File: config.mk
export PLATFORM = sky130hd
export DESIGN_NAME = temporizador_ciclo
export DESIGN_NICKNAME = d
export VERILOG_FILES = /design/src/rtl/maquina_pkg.sv /design/src/rtl/temporizador_ciclo_contador.sv /design/src/rtl/temporizador_ciclo.sv
export SDC_FILE = /design/constraint.sdc
export NUM_CORES = 1
export LEC_CHECK = 0
export BUFFER_PORTS_ARGS = -buffer_cell sky130_fd_sc_hd__buf_2
export CAP_MARGIN = 0
export CORE_MARGIN = 8
export CORE_UTILIZATION = 60
export CTS_CLUSTER_DIAMETER = 80
export CTS_CLUSTER_SIZE = 30
export DETAILED_ROUTE_END_ITERATION = 10
export GPL_TIMING_DRIVEN = 1
export PLACE_DENSITY = 0.95
export SETUP_SLACK_MARGIN = 0.1
export SLEW_MARGIN = 40
export SYNTH_ARGS = -nofsm -noshare
export SYNTH_HDL_FRONTEND = slang
export SYNTH_SLANG_ARGS = --single-unit
File: constraint.sdc
create_clock -name clock -period 5.04 [get_ports clock]
set_input_delay 0.504 -clock clock [delete_from_list [all_inputs] [get_ports clock]]
set_output_delay 0.504 -clock clock [all_outputs]
set_load 0.03 [all_outputs]
File: src/rtl/maquina_pkg.sv
// Shared types and default phase durations for the washing-machine cycle timer.
package maquina_pkg;

    typedef enum logic [1:0] {
        OCIOSO      = 2'd0,
        AGITANDO    = 2'd1,
        ESPERA_GIRO = 2'd2,
        GIRANDO     = 2'd3
    } estado_temporizador_t;

    localparam int TEMPO_AGITAR_PADRAO = 1000;
    localparam int TEMPO_GIRAR_PADRAO  = 500;

endpackage

File: src/rtl/temporizador_ciclo_contador.sv
// Saturating down-counter with synchronous load; stops at zero instead of wrapping.
module contador_decrescente #(
    parameter int WIDTH = 16
) (
    input  logic             clock,
    input  logic             reset,
    input  logic             i_carga,
    input  logic [WIDTH-1:0] i_valor,
    input  logic             i_habilita,
    output logic [WIDTH-1:0] o_contagem,
    output logic             o_zero
);

    logic [WIDTH-1:0] r_contagem;

    always_ff @(posedge clock or posedge reset) begin
        if (reset) begin
            r_contagem <= '0;
        end else if (i_carga) begin
            r_contagem <= i_valor;
        end else if (i_habilita && (r_contagem != '0)) begin
            r_contagem <= r_contagem - WIDTH'(1);
        end
    end

    assign o_contagem = r_contagem;
    assign o_zero     = (r_contagem == '0);

endmodule

File: src/rtl/temporizador_ciclo.sv
// Agitation/spin phase timer producing the tempo and secar conditions for the sequencer.
module temporizador_ciclo
    import maquina_pkg::*;
#(
    parameter int WIDTH        = 16,
    parameter int TEMPO_AGITAR = TEMPO_AGITAR_PADRAO,
    parameter int TEMPO_GIRAR  = TEMPO_GIRAR_PADRAO
) (
    input  logic             clock,
    input  logic             reset,
    input  logic             modo_agitar,
    input  logic             modo_girar,
    input  logic             pausa,
    output logic             tempo,
    output logic             secar,
    output logic [WIDTH-1:0] restante
);

    // Loading duration-1 lets a full 2**WIDTH-cycle phase fit the counter.
    localparam logic [WIDTH-1:0] CARGA_AGITAR = WIDTH'(TEMPO_AGITAR - 1);
    localparam logic [WIDTH-1:0] CARGA_GIRAR  = WIDTH'(TEMPO_GIRAR - 1);

    estado_temporizador_t r_estado, w_estado_next;
    logic                 r_tempo, w_tempo_next;
    logic                 r_secar, w_secar_next;
    logic                 w_carga;
    logic [WIDTH-1:0]     w_valor;
    logic                 w_habilita;
    logic                 w_zero;
    logic [WIDTH-1:0]     w_contagem;

    contador_decrescente #(
        .WIDTH (WIDTH)
    ) u_contador (
        .clock      (clock),
        .reset      (reset),
        .i_carga    (w_carga),
        .i_valor    (w_valor),
        .i_habilita (w_habilita),
        .o_contagem (w_contagem),
        .o_zero     (w_zero)
    );

    always_ff @(posedge clock or posedge reset) begin
        if (reset) begin
            r_estado <= OCIOSO;
            r_tempo  <= 1'b0;
            r_secar  <= 1'b0;
        end else begin
            r_estado <= w_estado_next;
            r_tempo  <= w_tempo_next;
            r_secar  <= w_secar_next;
        end
    end

    // Every return to OCIOSO reloads zero so restante reads 0 while idle.
    always_comb begin
        w_estado_next = r_estado;
        w_tempo_next  = r_tempo;
        w_secar_next  = r_secar;
        w_carga       = 1'b0;
        w_valor       = '0;
        w_habilita    = 1'b0;
        unique case (r_estado)
            OCIOSO: begin
                w_tempo_next = 1'b0;
                w_secar_next = 1'b0;
                if (modo_agitar && !modo_girar) begin
                    w_carga       = 1'b1;
                    w_valor       = CARGA_AGITAR;
                    w_estado_next = AGITANDO;
                end
            end
            AGITANDO: begin
                if (!modo_agitar || modo_girar) begin
                    w_carga       = 1'b1;
                    w_tempo_next  = 1'b0;
                    w_secar_next  = 1'b0;
                    w_estado_next = OCIOSO;
                end else if (pausa) begin
                    w_habilita = 1'b0;
                end else if (!w_zero) begin
                    w_habilita = 1'b1;
                end else begin
                    w_tempo_next  = 1'b1;
                    w_secar_next  = 1'b1;
                    w_estado_next = ESPERA_GIRO;
                end
            end
            ESPERA_GIRO: begin
                if (modo_girar && !modo_agitar) begin
                    w_carga       = 1'b1;
                    w_valor       = CARGA_GIRAR;
                    w_tempo_next  = 1'b0;
                    w_secar_next  = 1'b1;
                    w_estado_next = GIRANDO;
                end else if (modo_girar == modo_agitar) begin
                    w_carga       = 1'b1;
                    w_tempo_next  = 1'b0;
                    w_secar_next  = 1'b0;
                    w_estado_next = OCIOSO;
                end
            end
            GIRANDO: begin
                if (!modo_girar) begin
                    w_carga       = 1'b1;
                    w_secar_next  = 1'b0;
                    w_estado_next = OCIOSO;
                end else if (pausa) begin
                    w_habilita = 1'b0;
                end else if (!w_zero) begin
                    w_habilita = 1'b1;
                end else begin
                    w_carga       = 1'b1;
                    w_secar_next  = 1'b0;
                    w_estado_next = OCIOSO;
                end
            end
            default: begin
                w_carga       = 1'b1;
                w_tempo_next  = 1'b0;
                w_secar_next  = 1'b0;
                w_estado_next = OCIOSO;
            end
        endcase
    end

    assign tempo    = r_tempo;
    assign secar    = r_secar;
    assign restante = w_contagem;

endmodule

**Yosys cells after proc, flatten, opt, wreduce, memory -nomap -nowiden**

Cells that the tools add are included.

- Input bits: 5
- Flip-flop bits (word level): 20
- Output and inout port bits: 18

- Reductions and logical operators: 14
- Add/sub/neg operators: 1
- Mux-type cells: 39
- Equality and inequality tests: 10

Operators by type and width:

| operator | number |
|---|---|
| $mux W16 | 2 |
| $mux W1 | 20 |
| $pmux W10 S2 | 1 |
| $mux W2 | 9 |
| $logic_not A16 Y1 | 1 |
| $reduce_bool A16 Y1 | 1 |
| $sub A16 B1 Y16 const B | 1 |
| $ne A3 B3 Y1 const B | 5 |
| $mux W10 | 1 |
| $mux W9 | 1 |
| $pmux W1 S4 | 2 |
| $pmux W2 S4 | 1 |
| $reduce_and A6 Y1 | 1 |
| $reduce_and A5 Y1 | 1 |
| $eq A2 B2 Y1 const B | 2 |
| $reduce_and A4 Y1 | 1 |
| $logic_and A1 B1 Y1 | 3 |
| $pmux W1 S3 | 1 |
| $reduce_bool A3 Y1 | 1 |
| $eq A2 B1 Y1 const B | 1 |
| $logic_not A1 Y1 | 2 |
| $logic_not A2 Y1 | 1 |
| $ne A2 B2 Y1 const B | 1 |
| $pmux W1 S2 | 1 |
| other kinds (3) | 3 |

**Longest topological paths before layout**

Gate-level depths: netlist of run 1.

- Depth after elaboration: 8
- Gate-level depth with buffers: 8

**By module**

From an unflattened synthesis of run 1, not the netlist that was laid out.

- Cells, all modules: 166
- Area total of the unflattened synthesis: 1447.6 um^2

By module, submodules not included:

| module | area each (um^2) | cells an instance | instances | sequential area each (um^2) |
|---|---|---|---|---|
| contador_decrescente | 1034.7 | 122 | 1 | 400.4 |
| temporizador_ciclo | 412.9 | 44 | 1 | 100.1 |

**Least setup slack after synthesis of run 1**

No wires, ideal clock.

- Path type: reg-to-reg
- Start: reg u_contador.r_contagem[2], in the netlist u_contador.o_contagem[2]
- End: reg u_contador.r_contagem[8], in the netlist u_contador.o_contagem[8]
- Setup slack: 2907 ps
- Arrival time: 2051 ps
- Period minus slack after synthesis: 2133 ps
- Library setup time: 82 ps
- Buffers on the path: 0
- Stages on the path, launching flop included: 6
- Path through: dfrtp_1 or4_4 a2111oi_4 nand2_2 or4_1 a31oi_1

- Word-level cells in the longest chain between the ends: 7

RTL lines:

| what | RTL line | source |
|---|---|---|
| from (decl) | temporizador_ciclo_contador.sv:14 | `logic [WIDTH-1:0] r_contagem;` |
| from (signal assigned) | temporizador_ciclo_contador.sv:20 | `r_contagem <= i_valor;` |
| from (signal assigned) | temporizador_ciclo_contador.sv:22 | `r_contagem <= r_contagem - WIDTH'(1);` |
| parallel branches: the longest is 7 deep, another holds $sub A16 B1 Y16 | n/a |  |

Several ways; the timed one is not identified. The select of a mux whose other input is x is not followed.
A chain may end at the register's enable or synchronous reset.

**Worst setup path after layout of run 1**

- Start: reg u_contador.r_contagem[2], in the netlist u_contador.o_contagem[2]
- End: reg u_contador.r_contagem[9], in the netlist u_contador.o_contagem[9]

The elaborated chain is that of the path after synthesis.

==> run_results.csv, run 1 <==
group,metric,value,unit
run_status,status,"finished clean",
clock_tree,cts.sinks,20,
die,io-pin-count,23,
die,core,2190,um2
routing,antenna_left,0,
setup_path,arrival,2.57,ns
routing,vias,1282,
power_and_ir_drop,ir_worst_vdd,0.000378,V
setup_path,crit_type,"flop to flop",
timing,maxSlewViolCount,0,
timing,finalSetupViolations,0,
place,gp_congestion,0.954,
place,portBuffers,22,
timing,timing.final.ws_setup,2.67,ns
power_and_ir_drop,power,0.812,mW
grt,grt_pass1_vias,1254,
setup_path,crit_path_end_kind,"flop",
setup_path,cp_cell_sequence,"nor4_1 -> nand4_1 -> and2_0 -> o21bai_1 -> a22o_1",
synthesis,syn_inst,149,
clock_tree,cts_buffers,3,
die,start_util,63.2,%
routing,wire_per_inst,17.2,um
synthesis,synth_warnings,0,
timing,final-hold-violation-count,0,
die,die_h,64.0,um
grt,antenna_found_initial,0,
timing,worst_pin_slew,0.720,ns
clock_tree,cts.clk_slew.worst_paths,0.11,ns
place,placed_cells,197,
setup_path,worst_path_largest_cell_delay,0.68,ns
power_and_ir_drop,leakagePower,0.703,nW
synthesis,yosysUniqueCellTypes,49,
flow_run,max-cap-violations,0,
finish,area_delta_synth_final,11.5,%
clock_tree,clk_path_buf_depth,2,
setup_path,reg2reg_to,"u_contador.o_contagem[9]",
finish,layout.nets,186,
finish,fin_cells,200,
routing,firstDrtPassIters,4,
synthesis,async_reset_ff_share,100,%
synthesis,ys.flop_type,"dfrtp_1",
grt,grt_use_total,16.5,%
routing,first_iter_violations,78,
finish,fin_area,1540,um2
grt,gr-total-overflow,0,
die,die-area,4100,um2
power_and_ir_drop,powerDensity,526,nW/um2
clock_tree,hold_buffers,0,
setup_path,ff2ff_path_depth,5,
synthesis,synth_nets,161,
timing,totalNegativeSetupSlack,0,ns
timing,period_share,47.0,%
setup_path,rrSetupSlack,2.67,ns
routing,vias_per_cell,6.41,
clock_tree,cts_tree,"built",
setup_path,worstPathMaxFanout,9,
clock_tree,root_buffer,"clkbuf_4",
routing,drc,0,
timing,fin_hold_ws,0.188,ns
timing,skew,0.000672,ns
place,place_area,1520,um2
setup_path,reg2reg_from,"u_contador.o_contagem[2]",
setup_path,startpoint,"u_contador.o_contagem[2]",
timing,slew_headroom,51.5,%
timing,fmax,422,MHz
synthesis,syn-cell-area,1390,um2
timing,finalCriticalPeriod,2.37,ns
grt,grt_max_degree,21,
timing,rsz0062_at_grt,"false",
place,dp_slack,2.75,ns
die,num_rows,17,
synthesis,synth.ff_latch_count,20,
place,post-dp-hpwl,2560,um
clock_tree,cts_setup_buffers,0,
clock_tree,htreeDepth,1,
clock_tree,post_cts_resize_count,0,
setup_path,cp.required,5.24,ns
finish,antenna_cells,0,
grt,grt_pass1_wl,5710,um
synthesis,yosysSeqAreaShare,36.1,%
hold_path,hp-class,"input pin to async pin",
setup_path,cp_slowest_cell,"nor4_1",
finish,final_util,70.5,%
routing,wl,3440,um
finish,drive_above_1_share,22.1,%
synthesis,synth_area_per_cell,9.30,um2
setup_path,start_kind,"flop",
die,die_w,64.0,um
synthesis,synth_edf_count,0,
clock_tree,clk_latency,0.30,ns
-- registers in the layout (all words and copies together) (netlist names) --
| name | count |
|---|---|
| r_estado | 2 |
| secar | 1 |
| tempo | 1 |
| u_contador.o_contagem | 16 |
-- layout make-up --
cell class                 instances  area [um2]
clock buffer                       3        22.5
sequential                        20         500
fill                             170         647
multi-input combinational        117         838
timing repair buffer              22         110
inverter                          10        37.5
tap                               28        35.0
-- critical path, delay by kind of cell (launching register included) --
kind            cells  cell delay (ns)
compound gates      2             0.42
flops               1             0.48
simple gates        3             1.36
-- cell usage after synthesis (2+ instances only) --
master	count	area, um2
a21oi_1	11	55.1
a31oi_1	3	18.8
and4_1	2	17.5
dfrtp_1	20	500
ha_1	7	87.6
inv_1	10	37.5
nand2_1	8	30.0
nand2b_1	2	12.5
nand3_1	8	40.0
nand4_1	3	18.8
nor2_1	13	48.8
nor2_2	2	12.5
nor2b_1	2	12.5
nor3_1	4	20.0
nor4_2	2	25.0
o21ai_0	5	25.0
o21bai_1	2	15.0
o22a_1	2	17.5
o22ai_1	2	12.5
o31ai_1	2	15.0
or3_1	2	12.5
or4_1	4	30.0
xnor2_1	2	17.5
xor2_1	6	52.6
-- worst max path at each step --
stage / slack, ns / to / cells past startpoint
global placement: 2.77 / u_contador.o_contagem[11] / 6
global route: 2.54 / u_contador.o_contagem[11] / 7
floorplan: 2.91 / u_contador.o_contagem[8] / 5
detailed placement: 2.75 / u_contador.o_contagem[11] / 6
CTS: 2.72 / u_contador.o_contagem[11] / 7
finish: 2.67 / u_contador.o_contagem[9] / 5
-- cells in the final DEF (no fill, tap or decap), types with 3 or more instances in the layout --
master	netlist	final
inv_1	10	9
ha_1	7	7
nor2_1	13	13
dfrtp_1	20	20
nand2_1	8	8
xor2_1	6	6
nand4_1	3	3
a31oi_1	3	3
clkbuf_4	0	3
nor3_1	4	4
o21ai_0	5	5
buf_2	1	22
a21oi_1	11	11
or4_1	4	4
nand3_1	8	8
-- power breakdown --
| group | leakage [nW] | switching, mW | internal [mW] |
|---|---|---|---|
| clock | 0.0138 | 0.0494 | 0.0279 |
| sequential | 0.252 | 0.0669 | 0.206 |
| combinational | 0.437 | 0.306 | 0.156 |
-- kinds of logic (layout without fill, tap and decap cells) --
logic type | Yosys count | in the layout | share of synthesized area (%)
multiplexers | 1 | 1 | 0.813
AO/OA/AOI/OAI | 36 | 36 | 19.0
buffers and inverters | 12 | 35 | 3.34
adder cells (fa/ha/maj) | 7 | 7 | 6.32
XOR/XNOR | 8 | 8 | 5.06
flip-flops | 20 | 20 | 36.1
AND/OR/NAND/NOR | 65 | 65 | 29.4
-- metal layers --
metal | GRT usage, % | vias to the layer above | wire, um
met4 | 5.85 | 0 | 34
li1 | - | 598 | -
met3 | 3.31 | 4 | 258
met2 | 26.0 | 61 | 1600
met1 | 21.8 | 619 | 1540
met5 | 0 | - | 0
Note: power is estimated with default switching activity, not from simulation.
==> run 2, diff against run 1 <==
--- a/config.mk
+++ b/config.mk
@@ -8,12 +8,12 @@
 export BUFFER_PORTS_ARGS = -buffer_cell sky130_fd_sc_hd__buf_2
 export CAP_MARGIN = 0
 export CORE_MARGIN = 8
-export CORE_UTILIZATION = 60
+export CORE_UTILIZATION = 55
 export CTS_CLUSTER_DIAMETER = 80
 export CTS_CLUSTER_SIZE = 30
 export DETAILED_ROUTE_END_ITERATION = 10
 export GPL_TIMING_DRIVEN = 1
-export PLACE_DENSITY = 0.95
+export PLACE_DENSITY = 0.9
 export SETUP_SLACK_MARGIN = 0.1
 export SLEW_MARGIN = 40
 export SYNTH_ARGS = -nofsm -noshare
==> constraint.sdc (replaced) <==
create_clock -name clock -period 2.3 [get_ports clock]
set_input_delay 0.23 -clock clock [delete_from_list [all_inputs] [get_ports clock]]
set_output_delay 0.23 -clock clock [all_outputs]
set_load 0.03 [all_outputs]
==> run 2 against run 1 <==
Against the previous run:
- non-clock buffer count is 9 higher
- largest power group unchanged
- largest cell class unchanged
- critical path depth stayed put
- global-route usage is 1.0 points lower
- fmax is 11% higher
==> run_results.csv, run 2 (synthesis gave the netlist of run 1 again) <==
group,metric,value,unit
run_status,status,"finished clean",
setup_path,cp.required,2.53,ns
setup_path,rrSetupSlack,0.17,ns
timing,slew_headroom,70.8,%
finish,antenna_cells,0,
clock_tree,clk_latency,0.30,ns
die,start_util,56.9,%
setup_path,startpoint,"u_contador.o_contagem[3]",
setup_path,arrival,2.36,ns
clock_tree,htreeDepth,1,
routing,wl,3530,um
flow_run,max-cap-violations,0,
routing,wire_per_inst,16.6,um
power_and_ir_drop,ir_worst_vdd,0.000923,V
setup_path,crit_type,"flop to flop",
setup_path,reg2reg_from,"u_contador.o_contagem[3]",
clock_tree,cts.clk_slew.worst_paths,0.12,ns
finish,fin_cells,212,
die,die-area,4380,um2
timing,finalSetupViolations,0,
timing,rsz0062_at_grt,"true",
grt,grt_use_total,15.5,%
routing,antenna_left,0,
finish,largest_reg_flops,16,
setup_path,reg2reg_to,"u_contador.o_contagem[8]",
place,gp_congestion,0.901,
finish,fin_area,1700,um2
setup_path,ff2ff_path_depth,5,
timing,final-hold-violation-count,0,
routing,vias,1301,
grt,antenna_found_initial,0,
grt,gr-total-overflow,0,
clock_tree,cts.sinks,20,
timing,skew,0.00282,ns
finish,area_delta_synth_final,22.4,%
place,portBuffers,22,
power_and_ir_drop,powerDensity,1130,nW/um2
die,die_h,66.2,um
clock_tree,clk_path_buf_depth,2,
die,io-pin-count,23,
routing,first_iter_violations,74,
finish,final_common_cell,"buf_2",
clock_tree,root_buffer,"clkbuf_4",
timing,period_share,92.6,%
timing,worst_pin_slew,0.434,ns
grt,grt_max_degree,21,
place,post-dp-hpwl,2540,um
grt,grt_pass1_wl,5490,um
routing,firstDrtPassIters,4,
clock_tree,cts_buffers,3,
finish,final_util,69.7,%
setup_path,start_kind,"flop",
die,num_rows,18,
setup_path,crit_path_end_kind,"flop",
power_and_ir_drop,power,1.91,mW
routing,vias_per_cell,6.14,
timing,totalNegativeSetupSlack,0,ns
place,place_area,1550,um2
finish,layout.nets,195,
setup_path,worstSetupEndpoint,"u_contador.o_contagem[8]",
power_and_ir_drop,leakagePower,0.777,nW
clock_tree,cts_tree,"built",
die,die_w,66.2,um
finish,drive_above_1_share,30.2,%
finish,mostFrequentLayoutCells,"buf_2, dfrtp_1, nor2_1",
timing,fmax,470,MHz
grt,grt_pass1_vias,1226,
setup_path,worstPathMaxFanout,6,
place,placed_cells,203,
hold_path,hp-class,"input pin to flop",
timing,finalCriticalPeriod,2.13,ns
routing,drc,0,
die,core,2430,um2
timing,maxSlewViolCount,0,
[run 2: routing by layer]
metal  routed length, um  track usage [%]  up-vias
met2                1730             24.2       47
met4                  27             7.20        0
li1                    -                -      622
met5                   0                0        -
met1                1600             20.1      628
met3                 171             2.54        4
[run 2: power by group]
| group | leakage [nW] | internal (mW) | switching [mW] | total [mW] |
|---|---|---|---|---|
| combinational | 0.507 | 0.397 | 0.710 | 1.11 |
| clock | 0.0210 | 0.0966 | 0.115 | 0.212 |
| sequential | 0.249 | 0.455 | 0.134 | 0.588 |
[run 2: worst min-delay path by stage]
stage | slack, ns | to | startpoint | cells after the start
4_1_cts | 0.07 | u_contador.o_contagem[14] | reset | 2
3_5_place_dp | 0.41 | u_contador.o_contagem[12] | reset | 2
3_3_place_gp | 0.39 | u_contador.o_contagem[14] | reset | 2
2_1_floorplan | 0.19 | r_estado[0] | reset | 1
6_report | 0.42 | u_contador.o_contagem[5] | pausa | 4
5_1_grt | 0.44 | r_estado[0] | modo_girar | 3
[run 2: repair_timing]
item | 4_1_cts | 5_1_grt
setup endpoints to repair | 3 | 18
hold buffers | 0 | 1
resized for setup | 2 | 12
pin swaps | 0 | 4
setup buffers | 0 | 4
hold endpoints to repair | 0 | 20
[run 2: final cells by class]
| type | count | area (um2) |
|---|---|---|
| repair buffers | 31 | 185 |
| flip-flops and latches | 20 | 504 |
| fillers | 191 | 737 |
| clock buffers | 4 | 36.3 |
| well taps | 30 | 37.5 |
| multi-input cells | 117 | 895 |
| inverters | 10 | 37.5 |
[run 2: stage by stage]
stage	setup slack [ns]	hold WS [ns]
6_report	0.170	0.423
5_1_grt	0.0506	0.443
4_1_cts	0.108	0.0657
3_5_place_dp	0.0347	0.407
3_3_place_gp	0.161	0.393
2_1_floorplan	0.167	0.194
[run 2: critical path, stage by stage (launching register included)]
cell and delay [ns]:
dfrtp_1 0.46, or4_4 0.56, a2111oi_4 0.32, nand2_2 0.13
or4_1 0.41, a31oi_1 0.18
==> run 3, diff against run 2 <==
--- a/config.mk
+++ b/config.mk
@@ -8,14 +8,14 @@
 export BUFFER_PORTS_ARGS = -buffer_cell sky130_fd_sc_hd__buf_2
 export CAP_MARGIN = 0
 export CORE_MARGIN = 8
-export CORE_UTILIZATION = 55
+export CORE_UTILIZATION = 56
 export CTS_CLUSTER_DIAMETER = 80
 export CTS_CLUSTER_SIZE = 30
 export DETAILED_ROUTE_END_ITERATION = 10
-export GPL_TIMING_DRIVEN = 1
-export PLACE_DENSITY = 0.9
+export PLACE_DENSITY = 0.91
 export SETUP_SLACK_MARGIN = 0.1
 export SLEW_MARGIN = 40
 export SYNTH_ARGS = -nofsm -noshare
 export SYNTH_HDL_FRONTEND = slang
+export SYNTH_HIERARCHICAL = 1
 export SYNTH_SLANG_ARGS = --single-unit
==> run 3 against run 2 <==
Against the previous run:
- the run now ends with negative setup slack left
- clock power up 4%
- sequential share of layout area down 8.1 points
- final cell count up 34%
- combinational power rose to 2.7 times the previous value
- wire length up 120%
- synthesized cell count up 11%
- power up 100%
- global-route usage up 11 points
- via count up 62%
- register-to-register slack worse by 0.99 ns
- non-clock buffer count up 52
==> run_results.csv, run 3 <==
group,metric,value,unit
synthesis,synth_edf_count,0,
timing,period_share,136,%
routing,antenna_left,0,
die,core,2450,um2
setup_path,cp.required,2.45,ns
finish,final_common_cell,"buf_4",
place,place_area,1960,um2
clock_tree,clk_path_buf_depth,2,
timing,slew_headroom,37.8,%
synthesis,yosysTopAreaCell,"dfrtp_1",
timing,fmax,321,MHz
clock_tree,cts.clk_slew.worst_paths,0.13,ns
grt,grt_pass1_vias,1829,
place,placed_cells,264,
die,num_rows,18,
timing,maxSlewViolCount,0,
timing,rsz0062_at_grt,"true",
finish,area_delta_synth_final,61.4,%
run_status,status,"finished, violations left",
clock_tree,cts_tree,"built",
routing,vias,2109,
grt,gr-usage-met3,6.38,%
setup_path,rrSetupSlack,-0.82,ns
finish,mostFrequentLayoutCells,"buf_4, buf_2, nor2_1",
setup_path,worstPathMaxFanout,3,
finish,multi_input_area,1080,um2
clock_tree,cts_buffers,3,
die,die_h,66.8,um
finish,fin_area,2340,um2
grt,met2_usage,44.6,%
timing,final-hold-violation-count,0,
finish,seq_area,505,um2
synthesis,synth_area_per_cell,8.72,um2
die,io-pin-count,23,
synthesis,yosysUniqueCellTypes,52,
synthesis,synth_warnings,6,
grt,gr-total-overflow,0,
timing,skew,0.00413,ns
clock_tree,clk_latency,0.32,ns
finish,fill_cells,63,
synthesis,async_reset_ff_share,100,%
place,portBuffers,22,
grt,grt.met1_usage,30.9,%
power_and_ir_drop,ir_worst_vdd,0.00178,V
die,die-area,4470,um2
synthesis,yosysSeqAreaShare,34.6,%
finish,largest_reg_flops,16,
clock_tree,root_buffer,"clkbuf_4",
synthesis,synth_common_cells,"dfrtp_1, nor2_1, nand2_1",
synthesis,synthTopCellsByArea,"dfrtp_1, ha_1, nor2_1",
setup_path,start_kind,"flop",
setup_path,crit_path_end_kind,"flop",
routing,wire_per_inst,26.9,um
grt,antenna_found_initial,0,
synthesis,syn-cell-area,1450,um2
grt,grt_max_degree,17,
synthesis,synth_top_area_share,34.6,%
flow_run,max-cap-violations,0,
clock_tree,htreeDepth,1,
routing,firstDrtPassIters,6,
timing,finalCriticalPeriod,3.12,ns
routing,first_iter_violations,464,
finish,antenna_cells,0,
synthesis,ys.flop_type,"dfrtp_1",
power_and_ir_drop,powerDensity,1670,nW/um2
finish,layout.nets,268,
synthesis,synth.ff_latch_count,20,
clock_tree,cts.sinks,20,
finish,drive_above_1_share,52.2,%
hold_path,hp-class,"input pin to async pin",
synthesis,yosys.cell_count.top_type,"dfrtp_1",
place,post-dp-hpwl,3530,um
place,gp_congestion,0.909,
grt,grt_use_total,26.9,%
timing,worst_pin_slew,0.923,ns
finish,fin_cells,285,
die,die_w,66.8,um
routing,drc,0,
timing,timing.final.ws_setup,-0.819,ns
routing,vias_per_cell,7.40,
die,start_util,59.0,%
setup_path,crit_type,"flop to flop",
synthesis,syn_inst,166,
timing,finalSetupViolations,20,
power_and_ir_drop,leakagePower,1.09,nW
grt,grt_pass1_wl,9140,um
routing,wl,7660,um
run_status,violations,"negative setup slack",
grt,top_usage_layer,"met2",
setup_path,arrival,3.27,ns
-- run 3: what timing repair did --
item / CTS / global route
pin swaps: 6 / 13
cloned: 0 / 1
hold endpoints to repair: 4 / 0
hold buffers: 1 / 0
setup endpoints to repair: 20 / 20
buffers inserted: 5 / 11
resized for setup: 17 / 30
-- run 3: power breakdown --
group	internal (mW)	switching [mW]	total, mW
clock	0.0968	0.124	0.221
sequential	0.518	0.135	0.653
combinational	1.27	1.75	3.02
-- run 3: layer usage --
metal | vias up | wire length [um]
met4 | 0 | 558
met1 | 958 | 2570
met3 | 79 | 1220
li1 | 788 | -
met2 | 284 | 3320
met5 | - | 0
-- run 3: worst max-delay path, cell delays in order (launching register included) --
cell      delay (ns)
dfrtp_2         0.41
inv_2           0.06
ha_4            0.16
or4b_4          0.20
or4_4           0.14
inv_4           0.05
a211oi_1        0.45
or4b_4          0.57
buf_4           0.18
nor2_1          0.26
a311o_1         0.25
nand3_1         0.20
-- run 3: worst paths after layout --
path | from | to | cells after the start
min | reset | secar | 3
max in group asynchronous | reset | u_contador/o_contagem[0] | 3
max reg2reg | u_contador/o_contagem[0] | u_contador/o_contagem[9] | 11
min in group clock | modo_agitar | u_contador/o_contagem[4] | 4
max | u_contador/o_contagem[0] | u_contador/o_contagem[9] | 11
min reg2reg | secar | secar | 1
-- run 3: area by class of cell --
| cell class | count | area share [%] |
|---|---|---|
| multi-input cells | 135 | 46.3 |
| well taps | 30 | 1.61 |
| repair buffers | 83 | 26.7 |
| flip-flops and latches | 20 | 21.6 |
| clock buffers | 4 | 1.55 |
| inverters | 13 | 2.20 |
-- run 3: kinds of logic after synthesis --
logic type	share of synthesized area [%]
and+or+nand+nor	28.0
AOI/OAI and AO/OA	22.3
DFF	34.6
buffers and inverters	4.49
adders and majority gates	6.05
xor gates and xnor gates	1.82
muxes	2.51
other	0.259
-- run 3: metrics by stage --
| stage | hold slack (ns) | power, mW | utilization [%] | worst slack (ns) | setup TNS [ns] |
|---|---|---|---|---|---|
| 2_1_floorplan | -0.00392 | 1.88 | - | -0.670 | -9.54 |
| 3_3_place_gp | 0.129 | 2.60 | 79.9 | -0.398 | -5.49 |
| 3_5_place_dp | 0.137 | 2.71 | 79.9 | -0.524 | -7.05 |
| 4_1_cts | 0.350 | 3.10 | 85.6 | -0.462 | -7.35 |
| 5_1_grt | 0.365 | 4.02 | 95.2 | -0.894 | -13.01 |
| 6_report | 0.374 | 3.89 | 95.2 | -0.819 | -11.63 |
